--- src/rtl/wb_stream_dma.sv ---
// rtl/wb_stream_dma.sv - CSR-programmed DMA draining a word stream into Wishbone writes
// Optional ring mode (CTRL bit2) is built when WB_STREAM_DMA_RING_EN is defined.
module wb_stream_dma #(
    parameter logic [3:0] csr_addr        = 4'h0,
    parameter int         fifo_depth_log2 = 3
) (
    input  logic        sys_clk,
    input  logic        sys_rst,
    input  logic [13:0] csr_a,
    input  logic        csr_we,
    input  logic [31:0] csr_di,
    output logic [31:0] csr_do,
    output logic        irq,
    input  logic [31:0] stream_dat_i,
    input  logic        stream_stb_i,
    output logic        stream_ack_o,
    output logic [31:0] wb_adr_o,
    output logic [31:0] wb_dat_o,
    output logic [3:0]  wb_sel_o,
    output logic        wb_we_o,
    output logic [2:0]  wb_cti_o,
    output logic        wb_cyc_o,
    output logic        wb_stb_o,
    input  logic        wb_ack_i
);
    localparam int aw = fifo_depth_log2;
    localparam logic [aw:0] fifo_full_cnt = (aw+1)'(1) << aw;

    typedef enum logic [1:0] {st_idle, st_run, st_wait} state_t;

    state_t      state_q, state_d;
    logic [31:0] base_q, base_d;
    logic [31:0] length_q, length_d;
    logic [31:0] count_q, count_d;
    logic        irq_en_q, irq_en_d;
    logic        done_q, done_d;
    logic        aborted_q, aborted_d;
    logic        abort_q, abort_d;
    logic        irq_q, irq_d;
    logic [31:0] csr_do_q, csr_do_d;
    logic [31:0] wb_adr_q, wb_adr_d;
    logic [31:0] wb_dat_q, wb_dat_d;
    logic        wb_cyc_q, wb_cyc_d;
    logic [aw-1:0] wr_ptr_q, wr_ptr_d;
    logic [aw-1:0] rd_ptr_q, rd_ptr_d;
    logic [aw:0]   fifo_cnt_q, fifo_cnt_d;
    logic [31:0]   mem_q [1 << aw];

    logic        ring_on;
`ifdef WB_STREAM_DMA_RING_EN
    logic        ring_q, ring_d;
    assign ring_on = ring_q;
`else
    assign ring_on = 1'b0;
`endif

    logic        csr_sel, wr_base, wr_len, wr_ctrl, wr_stat;
    logic        busy, fifo_full, fifo_empty, push, pop, start, abort_req, at_len, flush;
    logic [31:0] count_inc;
    logic        unused_csr_bits;

    assign unused_csr_bits = &{1'b0, csr_a[9:3]};

    assign csr_sel = (csr_a[13:10] == csr_addr);
    assign wr_base = csr_sel & csr_we & (csr_a[2:0] == 3'd0);
    assign wr_len  = csr_sel & csr_we & (csr_a[2:0] == 3'd1);
    assign wr_ctrl = csr_sel & csr_we & (csr_a[2:0] == 3'd2);
    assign wr_stat = csr_sel & csr_we & (csr_a[2:0] == 3'd4);

    assign busy       = (state_q != st_idle);
    assign fifo_full  = (fifo_cnt_q == fifo_full_cnt);
    assign fifo_empty = (fifo_cnt_q == '0);
    assign stream_ack_o = busy & ~fifo_full;
    assign push       = stream_stb_i & stream_ack_o;
    assign pop        = (state_q == st_wait) & wb_ack_i;
    assign start      = wr_ctrl & csr_di[0] & ~busy;
    // An abort written in the same cycle as an ack must still be honoured.
    assign abort_req  = abort_q | (wr_ctrl & ~csr_di[0] & busy);
    assign count_inc  = count_q + 32'd1;
    assign at_len     = (count_inc == length_q);

    always_ff @(posedge sys_clk) begin
        if (sys_rst) state_q <= st_idle;
        else         state_q <= state_d;
    end

    always_comb begin
        state_d = state_q;
        case (state_q)
            st_idle: if (start && length_q != '0) state_d = st_run;
            st_run: begin
                if (abort_req)        state_d = st_idle;
                else if (!fifo_empty) state_d = st_wait;
            end
            st_wait: begin
                if (wb_ack_i) begin
                    if (at_len)         state_d = (ring_on && !abort_req) ? st_run : st_idle;
                    else if (abort_req) state_d = st_idle;
                    else                state_d = st_run;
                end
            end
            default: state_d = st_idle;
        endcase
    end

    assign flush = busy & (state_d == st_idle);

    always_comb begin
        base_d    = base_q;
        length_d  = length_q;
        count_d   = count_q;
        irq_en_d  = irq_en_q;
        done_d    = done_q;
        aborted_d = aborted_q;
        wb_adr_d  = wb_adr_q;
        wb_dat_d  = wb_dat_q;
        wb_cyc_d  = wb_cyc_q;
`ifdef WB_STREAM_DMA_RING_EN
        ring_d    = ring_q;
        if (wr_ctrl) ring_d = csr_di[2];
`endif
        if (wr_base) base_d   = {csr_di[31:2], 2'b00};
        if (wr_len)  length_d = csr_di;
        if (wr_ctrl) irq_en_d = csr_di[1];
        if (wr_stat) begin
            if (csr_di[0]) done_d    = 1'b0;
            if (csr_di[1]) aborted_d = 1'b0;
        end
        irq_d   = done_q & irq_en_q;
        abort_d = abort_req & (state_d != st_idle);

        case (state_q)
            st_idle: begin
                if (start) begin
                    if (length_q != '0) count_d = '0;
                    else                done_d  = 1'b1;
                end
            end
            st_run: begin
                if (!abort_req && !fifo_empty) begin
                    wb_adr_d = base_q + {count_q[29:0], 2'b00};
                    wb_dat_d = mem_q[rd_ptr_q];
                    wb_cyc_d = 1'b1;
                end
            end
            st_wait: begin
                if (wb_ack_i) begin
                    wb_cyc_d = 1'b0;
                    count_d  = (at_len && ring_on) ? '0 : count_inc;
                    if (at_len) done_d = 1'b1;
                end
            end
            default: ;
        endcase
        if (flush && abort_req) aborted_d = 1'b1;

        if (flush) begin
            wr_ptr_d   = '0;
            rd_ptr_d   = '0;
            fifo_cnt_d = '0;
        end else begin
            wr_ptr_d   = wr_ptr_q + aw'(push);
            rd_ptr_d   = rd_ptr_q + aw'(pop);
            fifo_cnt_d = fifo_cnt_q + (aw+1)'(push) - (aw+1)'(pop);
        end

        csr_do_d = '0;
        if (csr_sel) begin
            case (csr_a[2:0])
                3'd0:    csr_do_d = base_q;
                3'd1:    csr_do_d = length_q;
                3'd2:    csr_do_d = {29'd0, ring_on, irq_en_q, busy};
                3'd3:    csr_do_d = count_q;
                3'd4:    csr_do_d = {30'd0, aborted_q, done_q};
                default: csr_do_d = '0;
            endcase
        end
    end

    always_ff @(posedge sys_clk) begin
        if (push) mem_q[wr_ptr_q] <= stream_dat_i;
    end

    always_ff @(posedge sys_clk) begin
        if (sys_rst) begin
            base_q     <= '0;
            length_q   <= '0;
            count_q    <= '0;
            irq_en_q   <= 1'b0;
            done_q     <= 1'b0;
            aborted_q  <= 1'b0;
            abort_q    <= 1'b0;
            irq_q      <= 1'b0;
            csr_do_q   <= '0;
            wb_adr_q   <= '0;
            wb_dat_q   <= '0;
            wb_cyc_q   <= 1'b0;
            wr_ptr_q   <= '0;
            rd_ptr_q   <= '0;
            fifo_cnt_q <= '0;
`ifdef WB_STREAM_DMA_RING_EN
            ring_q     <= 1'b0;
`endif
        end else begin
            base_q     <= base_d;
            length_q   <= length_d;
            count_q    <= count_d;
            irq_en_q   <= irq_en_d;
            done_q     <= done_d;
            aborted_q  <= aborted_d;
            abort_q    <= abort_d;
            irq_q      <= irq_d;
            csr_do_q   <= csr_do_d;
            wb_adr_q   <= wb_adr_d;
            wb_dat_q   <= wb_dat_d;
            wb_cyc_q   <= wb_cyc_d;
            wr_ptr_q   <= wr_ptr_d;
            rd_ptr_q   <= rd_ptr_d;
            fifo_cnt_q <= fifo_cnt_d;
`ifdef WB_STREAM_DMA_RING_EN
            ring_q     <= ring_d;
`endif
        end
    end

    assign csr_do   = csr_do_q;
    assign irq      = irq_q;
    assign wb_adr_o = wb_adr_q;
    assign wb_dat_o = wb_dat_q;
    assign wb_cyc_o = wb_cyc_q;
    assign wb_stb_o = wb_cyc_q;
    assign wb_sel_o = 4'hf;
    assign wb_we_o  = 1'b1;
    assign wb_cti_o = 3'b000;
endmodule

--- config.mk ---
export PLATFORM = sky130hd
export DESIGN_NAME = wb_stream_dma
export DESIGN_NICKNAME = d
export VERILOG_FILES = /design/src/rtl/wb_stream_dma.sv
export SDC_FILE = /design/constraint.sdc
export NUM_CORES = 1
export LEC_CHECK = 0
export CAP_MARGIN = 20
export CORE_AREA = 2 2 230 232
export CTS_CLUSTER_DIAMETER = 30
export DETAILED_ROUTE_END_ITERATION = 10
export DIE_AREA = 0 0 232 234
export SYNTH_ARGS = -nofsm -noshare
export SYNTH_HDL_FRONTEND = slang
export SYNTH_SLANG_ARGS = --single-unit
--- constraint.sdc ---
create_clock -name sys_clk -period 9.09 [get_ports sys_clk]
set_input_delay 0.909 -clock sys_clk [delete_from_list [all_inputs] [get_ports sys_clk]]
set_output_delay 0.909 -clock sys_clk [all_outputs]
set_load 0.05 [all_outputs]
Yosys cells after proc, flatten, opt, wreduce, memory -nomap -nowiden
Memories as Yosys holds them, arrays and structs flattened. A register that Yosys moved wholly into a read port is not among the register bits.
Cells that the tools add are included.

word-level totals
  RAM bits = 256
  register bits = 176
  memories = 1

operators by class
  multiplexer cells = 27
  bitwise gates (word level) = 20
  reduce and logical (&&, ||, !) cells = 23
  equal/unequal tests = 12
  add/sub/neg operators = 6

memories
  memory  words  width  rd ports  clocked after memory_dff  wr ports  RTL line  source
  mem_q   8      32     1         1                         1         47        logic [31:0] mem_q [1 << aw];

operators by type and width
  cell                   number
  $pmux 32 s5            1
  $mux 32                3
  $pmux 32 s2            1
  $add 32x1->32 const B  1
  $add 32x32->32         1
  $eq 32x32->1           1
  $reduce_bool 32->1     1
  $and 1x1->1            15
  $mux 1                 15
  $reduce_bool 2->1      6
  $logic_not 4->1        2
  $mux 2                 4
  $ne 2x2->1 const B     4
  $add 3x1->3            2
  $eq 3x2->1 const B     2
  $pmux 2 s3             1
  $add 4x1->4            1
  $eq 4x4->1 const B     1
  $logic_not 2->1        2
  $not 1->1              4
  $pmux 1 s2             2
  $reduce_and 2->1       2
  $reduce_and 4->1       1
  $reduce_or 2->1        2
  10 further kinds       13

Depth between registers and ports, before layout
Gate-level depths: netlist (run 1).

  depth in word-level cells = 15
  depth in mapped cells = 12
  depth with buffers taken out = 11

Worst setup path before layout (run 1)
Ideal clock, no wire load.

  path kind = register to register
  from = register fifo_cnt_q[2]
  to = memory mem_q[0][0], enable pin
  setup slack = 3.832 ns
  buffers on the path = 0
  setup time = 0.502 ns
  arrival = 4.756 ns
  cell stages (with the launch flop) = 6
  path through = dfxtp_1 > inv_1 > ha_1 > a21oi_1 > nand2_1 > nor4_1

on the way
  longest elaborated chain between the ends = 6

ends and longest elaborated chain
  element                       RTL line  source
  start, declared               46        logic [aw:0] fifo_cnt_q, fifo_cnt_d;
  start signal, assigned        219       fifo_cnt_q <= fifo_cnt_d;
  $eq 4x4->1                    71        assign fifo_full = (fifo_cnt_q == fifo_full_cnt);
  $not 1->1                     73        assign stream_ack_o = busy & ~fifo_full;
  $and 1x1->1                   73
  via stream_ack_o              16        output logic stream_ack_o,
  $and 1x1->1                   74        assign push = stream_stb_i & stream_ack_o;
  $mux 1                        181       if (push) mem_q[wr_ptr_q] <= stream_dat_i;
  $mux 1 (not written as such)  181
  end, declared                 47

The timed path passes the listed nets, and every way through them passes these cells.

Worst setup path in the final report (run 1)
  from = register count_q[0]
  to = register wr_ptr_q[1]

on the way
  longest elaborated chain between the ends = 8

ends and longest elaborated chain
  element                    RTL line  source
  start, declared            34        logic [31:0] count_q, count_d;
  start signal, assigned     207       count_q <= count_d;
  $add 32x1->32              79        assign count_inc = count_q + 32'd1;
  $eq 32x32->1               80        assign at_len = (count_inc == length_q);
  $mux 1                     97        if (at_len) state_d = (ring_on && !abort_req) ? st_run : st_idle;
  $mux 2                     96        if (wb_ack_i) begin
  $pmux 2 s3                 89        case (state_q)
  $logic_not 2->1            106       assign flush = busy & (state_d == st_idle);
  $and 1x1->1                106
  $reduce_or 2->1 (no line)  -
  end signal, assigned       217       wr_ptr_q <= wr_ptr_d;
  end, declared              44        logic [aw-1:0] wr_ptr_q, wr_ptr_d;

Every way passes these cells.
A chain may end at the register's enable or synchronous reset.

==> results of run 1 <==
## worst reg2reg max path, delay by kind of cell, from the launching register on
| family | cells | cell delay [ns] |
|---|---|---|
| flops | 1 | 0.60 |
| simple gates | 5 | 1.72 |
| fa+ha+maj | 1 | 0.49 |
| compound gates | 2 | 0.73 |
| mux | 1 | 0.14 |
## cells by family (layout without fill, tap and decap cells)
kind of cell / Yosys count / in the layout
muxes: 132 / 132
and+or+nand+nor: 565 / 565
AOI/OAI and AO/OA: 365 / 365
buffers and inverters: 152 / 398
xor gates and xnor gates: 55 / 55
DFF: 462 / 462
adders and majority gates: 42 / 42
other: 2 / 10
## layer usage
| metal | global-route usage | up-vias |
|---|---|---|
| li1 | - | 6936 |
| met3 | 0.0522 | 97 |
| met2 | 0.331 | 523 |
| met1 | 0.256 | 7133 |
| met4 | 0.0727 | 6 |
| met5 | 0 | - |
## layout make-up
type	count	area, sq um	area share
Sequential cell	462	11800	0.451
Multi-Input combinational cell	1169	8160	0.311
Clock buffer	112	2480	0.0947
Timing Repair Buffer	200	1950	0.0744
Clock inverter	67	863	0.0329
Tap cell	688	861	0.0328
Inverter	19	71.3	0.00272
## placed cells by master (no fill, tap or decap), drive strengths merged, types with 29 or more instances in the layout
cell / instances
ha: 40
clkdlybuf4s50: 171
mux4: 64
xnor2: 30
mux2i: 67
clkbuf: 112
buf: 29
edfxtp: 256
dfxtp: 206
a211oi: 43
a21oi: 190
nand2: 205
o21ai: 54
nor2: 153
inv: 29
## power breakdown
| group | switching, mW | internal, mW | total, mW | leakage (nW) |
|---|---|---|---|---|
| registers | 0.000951 | 2.21 | 2.21 | 3.96 |
| clock network | 1.16 | 2.42 | 3.58 | 1.59 |
| logic | 0.0614 | 0.0369 | 0.0983 | 3.35 |
## state kept, by name, summed over array words and instances, names as in the netlist, 2 cells and up
signal      cells
wr_ptr_q        3
count_q        32
length_q       32
fifo_cnt_q      4
wb_adr_o       30
rd_ptr_q        3
state_q         2
base_q         30
wb_dat_o       32
csr_do         32
mem_q         256
## path summary, 6_finish.rpt
check / end / slack, ns / cells after the start
max reg2reg: wr_ptr_q[1] / 5.30 / 9
min reg2reg: wb_adr_o[10] / 0.45 / 2
max: wr_ptr_q[1] / 5.30 / 9
min: wb_adr_o[10] / 0.45 / 2
## stage by stage
step / util / hold WS [ns]
after floorplan: - / 0.420
after global placement: 0.439 / 0.445
after detailed placement: 0.439 / 0.443
after CTS: 0.503 / 0.457
after global routing: 0.504 / 0.467
final: 0.504 / 0.452
==> results.md, run 1 <==
- The run finished with clean final reports.
- The count of instances resized after the clock tree is built is 0.
- The startpoint of the lowest-slack register-to-register path is count_q[0].
- The routed layout has about 15,000 vias.
- The TritonCTS clock tree is yes.
- The largest single stage delay on the critical path is ~0.6 ns.
- The signal on the critical path passes through ha_1, and3_1, mux2i_1, a2111oi_0, nand4_1, nor4_1, nand4_2, a21o_1, and2_1.
- The initial utilization of the core area, before any placement, comes to 0.395.
- In this run the remaining antenna-violating nets after routing total 0.
- After detailed routing, the number of vias per cell comes to ~5.4.
- The detailed router finished its first iteration with about 950 violations.
- The floorplan step defined a die boundary enclosing roughly 54,000 sq um.
- The met3 wire length is 4.24 mm.
- The clock-pin slew of the registers on the worst-case setup and hold paths is approximately 0.050 ns.
- After routing, the total negative slack on setup checks comes to 0 ns.
- The final setup violation count is 0.
- The mean area per synthesized cell is around 12 sq um.
- Routability-driven placement finished with a final weighted congestion of 0.914.
- By startpoint and endpoint, the worst setup path is classified as reg -> reg.
- The CTS sink count is ~460.
- At the later pin of the worst-skew pair, clock insertion delay measures 0.62 ns.
- The worst hold path begins at wb_adr_o[10].
- The number of different library cells used by synthesis comes to 75.
- The area of all placed cells without fillers is 26,200 sq um.
- The area fraction in and, or, nand and nor cells after synthesis is 0.133.
- For this run, the top clock speed supported by timing is ~260 MHz.
- The length of routed wiring on met1 is approximately 23 mm.
- The top layer reached by signal wires is met5.
- Of the synthesized area, sequential elements account for 0.575.
- In this run the standard cell core region covers between 50,000 and 60,000 sq um.
- The fill cell instance count of the final layout is about 4,600.
- Of the total synthesized cell area, the portion taken by full adders, half adders and majority gates is 0.0263.
- The final number of max-transition violations is 0.
- The clock skew is a little over 0.02 ns.
- Of all cell types, the one taking the most synthesized area is edfxtp_1.
- The number of global-route vias before repair came to approximately 15,000.
- Together, buffers and inverters on the worst path number 0.
- Entering global routing, the biggest net connects 90 pins.
- The total CTS buffers is 95.
- The maximum net fanout on the critical path is 10.
- The average wire per cell in the routed design is 20.2 um.
- The most common cell in the synthesized netlist is edfxtp_1.
- The startpoint type of the worst setup path is a flip-flop.
- During I/O placement, the number of pins put on the boundary was about 190.
- The post-route fraction of the period consumed by the critical path is 0.416.
- Detailed routing placed a total of ~27 mm of wire on met2.
- For this design, the slowest cell found on the critical path is dfxtp_1.
- For this run, asynchronously set or reset flops after synthesis account for 0.
- The fraction of the mapped netlist area in compound gates is 0.106.
- The number of buffers inserted by hold repair at cts is 0.
- For this design the static power due to leakage is 8.90 nW.
- The H-tree depth is 3.
- Detailed placement finished with a half-perimeter wire length of approximately 34 mm.
- Setup slack closes at 5.30 ns.
- The antenna diode count is 0.
- Of the cells placed in the final design, the portion with a size suffix greater than 1 is 0.141.
- In the synthesized netlist, the cells that appear most often are 256 x edfxtp_1, 206 x dfxtp_1, 205 x nand2_1, 189 x a21oi_1, 153 x nor2_1.
- The total number of nets in the final design is around 2,100.
- By area, the combinational part of the netlist is dominated by simple AND/OR/NAND/NOR gates.
- The endpoint arrival time on the critical path is around 4.3 ns.
- The share of synthesized area in the top cell type comes to 0.374.
- The xor and xnor fraction of the mapped netlist area is 0.0235.
- In this run, placement finished with an instance count of roughly 2,500.
- The final wirelength is about 55 mm.
- Synthesis inferred about 460 register bits.
- The nature of the critical path endpoint is a flip-flop.
- The reported max-cap violation count is 0.
- Timing analysis after detailed placement gives a worst setup slack of 5.01 ns.
- The worst slew slack as a fraction of its limit is 0.342.
- The post-layout total power is between 5 and 6 mW.
- The first global-routing pass estimated roughly 84 mm of wire.
- Among all flip-flop cells after synthesis, the most frequent one is edfxtp_1.
- The final routed DRC violation total is 0.
- The number of hold-slack violations in the final timing report is 0.
- The number of port buffers is 173.
- The buffer count from post-CTS setup fixing is 0.
- The total routing usage reported by global routing is 0.201.
- The number of antenna violations at the first check in global routing was 3.
- The launch point of the critical path is count_q[0].
- Setup repair after global routing left no endpoint under its margin.
- Of the post-synthesis cell area, the part taken by muxes is 0.103.
- The worst path required time is between 9 and 10 ns.
- Compared with the post-synthesis result, the final layout area differs by 27.6%.
- The synthesized cell area is roughly 21,000 sq um.
- For the pin with the worst max-slew slack, the measured transition is 0.987 ns.
- The worst min-delay path class is reg -> reg.
- The maximum buffer depth of the clock tree is 3.
- Once placement finished, the instance area stood at about 23,000 sq um.
- The first-pass iteration count of the detailed router is 7.
- The width of the die is 232 um.
- The time the final worst path needs with I/O delays and setup is 3.79 ns.
- IR analysis of the VDD net gives a maximum drop of around 140 uV.
- Counting flops with a built-in enable in the synthesized netlist gives 256.
- The cell row count is 84.
- Yosys printed 0 warnings.
- The cell sitting at the root of the clock tree is a clkbuf_16.
- The number of non-filler instances in the completed layout is between 2,000 and 3,000.
- The total overflow left after global routing is 0.
- The vertical extent of the die is roughly 230 um.
- The kind of cell with the highest combined delay along the critical path is simple AND/OR/NAND/NOR gates.
- By area the synthesized netlist is led by edfxtp_1 37%, dfxtp_1 20%, mux4_2 7.0%, a21oi_1 4.6%, nand2_1 3.7%.
- After technology mapping, the gate count stands at between 1,500 and 2,000.
- The power density relative to cell area is 224 nW/um^2.
(Power assumes the default switching activity.)
==> run 2, diff against run 1 <==
==> constraint.sdc (replaced) <==
create_clock -name sys_clk -period 3.6 [get_ports sys_clk]
set_input_delay 0.36 -clock sys_clk [delete_from_list [all_inputs] [get_ports sys_clk]]
set_output_delay 0.36 -clock sys_clk [all_outputs]
set_load 0.05 [all_outputs]
==> results.md, run 2 (same netlist as run 1, synthesis figures left out) <==
- The placed instance area is 23,100 sq um (+1.3%).
- The total CTS buffers is 102 (+7.4%).
- The number of buffers inserted by hold repair at cts is 0 (unchanged).
- The tree is rooted in a clkbuf_16.
- The maximum net fanout on the critical path is 16 (+6).
- The routability-driven placement congestion ratio was 0.903 (-1.1%).
- The vias after detailed routing is 14,900 (+1.2%).
- The total routing usage reported by global routing is 0.206 (+0.00493).
- The largest net degree at the start of global routing was 93 (+3.3%).
- The hold path startpoint is csr_a[0].
- The number of flip-flops in the largest register came to 256 (unchanged).
- The core box area came to 52,000 sq um (unchanged).
- STA classifies the critical path endpoint as a flip-flop.
- The count of routing violations after the opening detailed-route iteration is 1,005 (+6.1%).
- The library cells used most frequently in the layout, excluding fill and tap cells, are 256 x edfxtp_1, 205 x nand2_1, 203 x dfxtp_1.
- The final number of max-transition violations is 0 (unchanged).
- The run finished with clean final reports.
- The post-layout total power is 15.8 mW (+170%).
- The worst-case hold path end point is irq_en_q.
- The count of instances resized after the clock tree is built is 0 (unchanged).
- The power density relative to cell area is 586 nW/um^2 (+160%).
- The die outline area is 54,300 sq um (unchanged).
- The total number of nets in the final design is 2,105 (+1.6%).
- The largest vdd supply drop is 429 uV (+200%).
- The worst path required time came to 4.12 ns (-5.48 ns).
- The area growth from synthesis to layout is 30.8%.
- The critical setup path kind is reg -> reg.
- The endpoint arrival time on the critical path is 3.82 ns (-0.48 ns).
- The number of top-level pins was 191 (unchanged).
- The endpoint of the worst register-to-register path is rd_ptr_q[1].
- The sum of overflow across all layers after global routing is 0 (unchanged).
- The number of antenna violations at the first check in global routing is 2 (-1).
- The transition time at the pin with the least slew margin came to 0.919 ns (-0.0680 ns).
- The final wirelength was 56.1 mm (+2.2%).
- The worst min-delay path class is in -> reg.
- The area of all placed cells without fillers is 26,900 sq um (+2.5%).
- The reported max-cap violation count is 0 (unchanged).
- The cell row count was 84 (unchanged).
- The fill cell instance count of the final layout is 4,513 (-1.0%).
- The ratio of routed vias to standard cells came to 5.39 (-0.35%).
- The post-route fraction of the period consumed by the critical path is 0.917 (+0.500).
- The time the final worst path needs with I/O delays and setup came to 3.30 ns (-0.485 ns).
- The vertical extent of the die came to 234 um (unchanged).
- The cell depth of the worst min-delay path is 5 (+3).
- The H-tree depth is 3 (unchanged).
- The CTS sink count is 462 (unchanged).
- The leakage power total is 9.25 nW (+3.9%).
- The number of port buffers is 173 (unchanged).
- The number of hold-slack violations in the final timing report is 0 (unchanged).
- The first-pass iteration count of the detailed router was 6 (-1).
- The half-perimeter wire length of the detailed placement result is 35.3 mm (+3.4%).
- The maximum buffer depth of the clock tree was 3 (unchanged).
- The number of cells on the worst reg-to-reg path is 8 (-1).
- The startpoint type of the worst setup path is a flip-flop.
- The share of layout cells above drive strength 1 was 0.160 (+0.0185).
- The average wire per cell in the routed design is 20.3 um (+0.70%).
- The final routed DRC violation total is 0 (unchanged).
- The worst slew slack as a fraction of its limit was 0.383 (+0.0406).
- The TritonCTS clock tree is yes.
- The clock skew was 0.0298 ns (+0.00968 ns).
- The initial core utilization is 0.395 (unchanged).
- The number of global-route vias before repair is 14,700 (+1.5%).
- The register-to-register setup slack was 0.30 ns (-5.00 ns).
- The post-route antenna net violation count was 0 (unchanged).
- The final setup violation count is 0 (unchanged).
- The tightest hold margin is 0.227 ns (-0.226 ns).
- The source-to-sink clock delay at the later pin of the worst-skew pair is 0.65 ns (+0.03 ns).
- The maximum clock rate came to 303 MHz (+15%).
- The width of the die was 232 um (unchanged).
- The wire length of the first global-routing pass was 85.7 mm (+2.2%).
- Leaving out fill and tap cells, the most frequent cell in the layout is edfxtp_1.
- The clock-pin slew of the registers on the worst-case setup and hold paths is 0.05 ns (about the same).
- The largest register by flop count is mem_q.
- The buffer count from post-CTS setup fixing is 0 (unchanged).
- Setup repair after global routing left no endpoint under its margin.
- The worst register-to-register path begins at count_q[2].
[run 2: power by group]
group          switching [mW]  internal, mW  leakage [nW]
clock                    3.05          6.88          1.79
sequential            0.00245          5.58          3.96
combinational           0.155        0.0931          3.50
[run 2: how the worst max path moves through the flow]
stage | from | endpoint | cells after the start
final | count_q[2] | rd_ptr_q[1] | 8
after global routing | count_q[2] | wr_ptr_q[0] | 8
after CTS | count_q[2] | wr_ptr_q[0] | 8
after detailed placement | count_q[2] | wr_ptr_q[0] | 8
after global placement | count_q[2] | wr_ptr_q[0] | 8
after floorplan | fifo_cnt_q[2] | mem_q[2][0] | 5
[run 2: cell type report]
class | count | area [sq um] | share of cell area
tap | 688 | 861 | 0.0320
inverter | 19 | 71.3 | 0.00265
clock buffer | 122 | 2740 | 0.102
sequential | 462 | 11800 | 0.440
antenna | 1 | 2.50 | 0.0000931
multi-input combinational | 1169 | 8180 | 0.304
clock inverter | 71 | 1000 | 0.0372
timing repair buffer | 226 | 2200 | 0.0819
[run 2: worst max-delay path, cell delays in order (launching register included)]
cell	delay (ns)
dfxtp_1	0.71
nand4_4	0.22
nor4_2	0.63
nand4_1	0.27
xnor2_1	0.20
a2111oi_2	0.37
nand4_2	0.29
a21o_1	0.29
and2_1	0.17
[run 2: per-layer routing]
metal / global-route usage / share of wire / vias up / wire (um)
li1: - / - / 7010 / -
met1: 0.262 / 0.43 / 7254 / 23800
met2: 0.343 / 0.49 / 501 / 27200
met3: 0.0473 / 0.066 / 95 / 3730
met4: 0.0771 / 0.023 / 4 / 1280
met5: 0 / 0.00043 / - / 24
[run 2: through the flow]
| step | worst slack (ns) | utilization | cells | setup TNS (ns) |
|---|---|---|---|---|
| after floorplan | -0.812 | - | 1783 | -88.62 |
| after global placement | 0.397 | 0.445 | 2564 | 0 |
| after detailed placement | 0.371 | 0.445 | 2564 | 0 |
| after CTS | 0.336 | 0.516 | 2757 | 0 |
| after global routing | 0.133 | 0.516 | 2757 | 0 |
| final | 0.300 | 0.516 | 2758 | 0 |
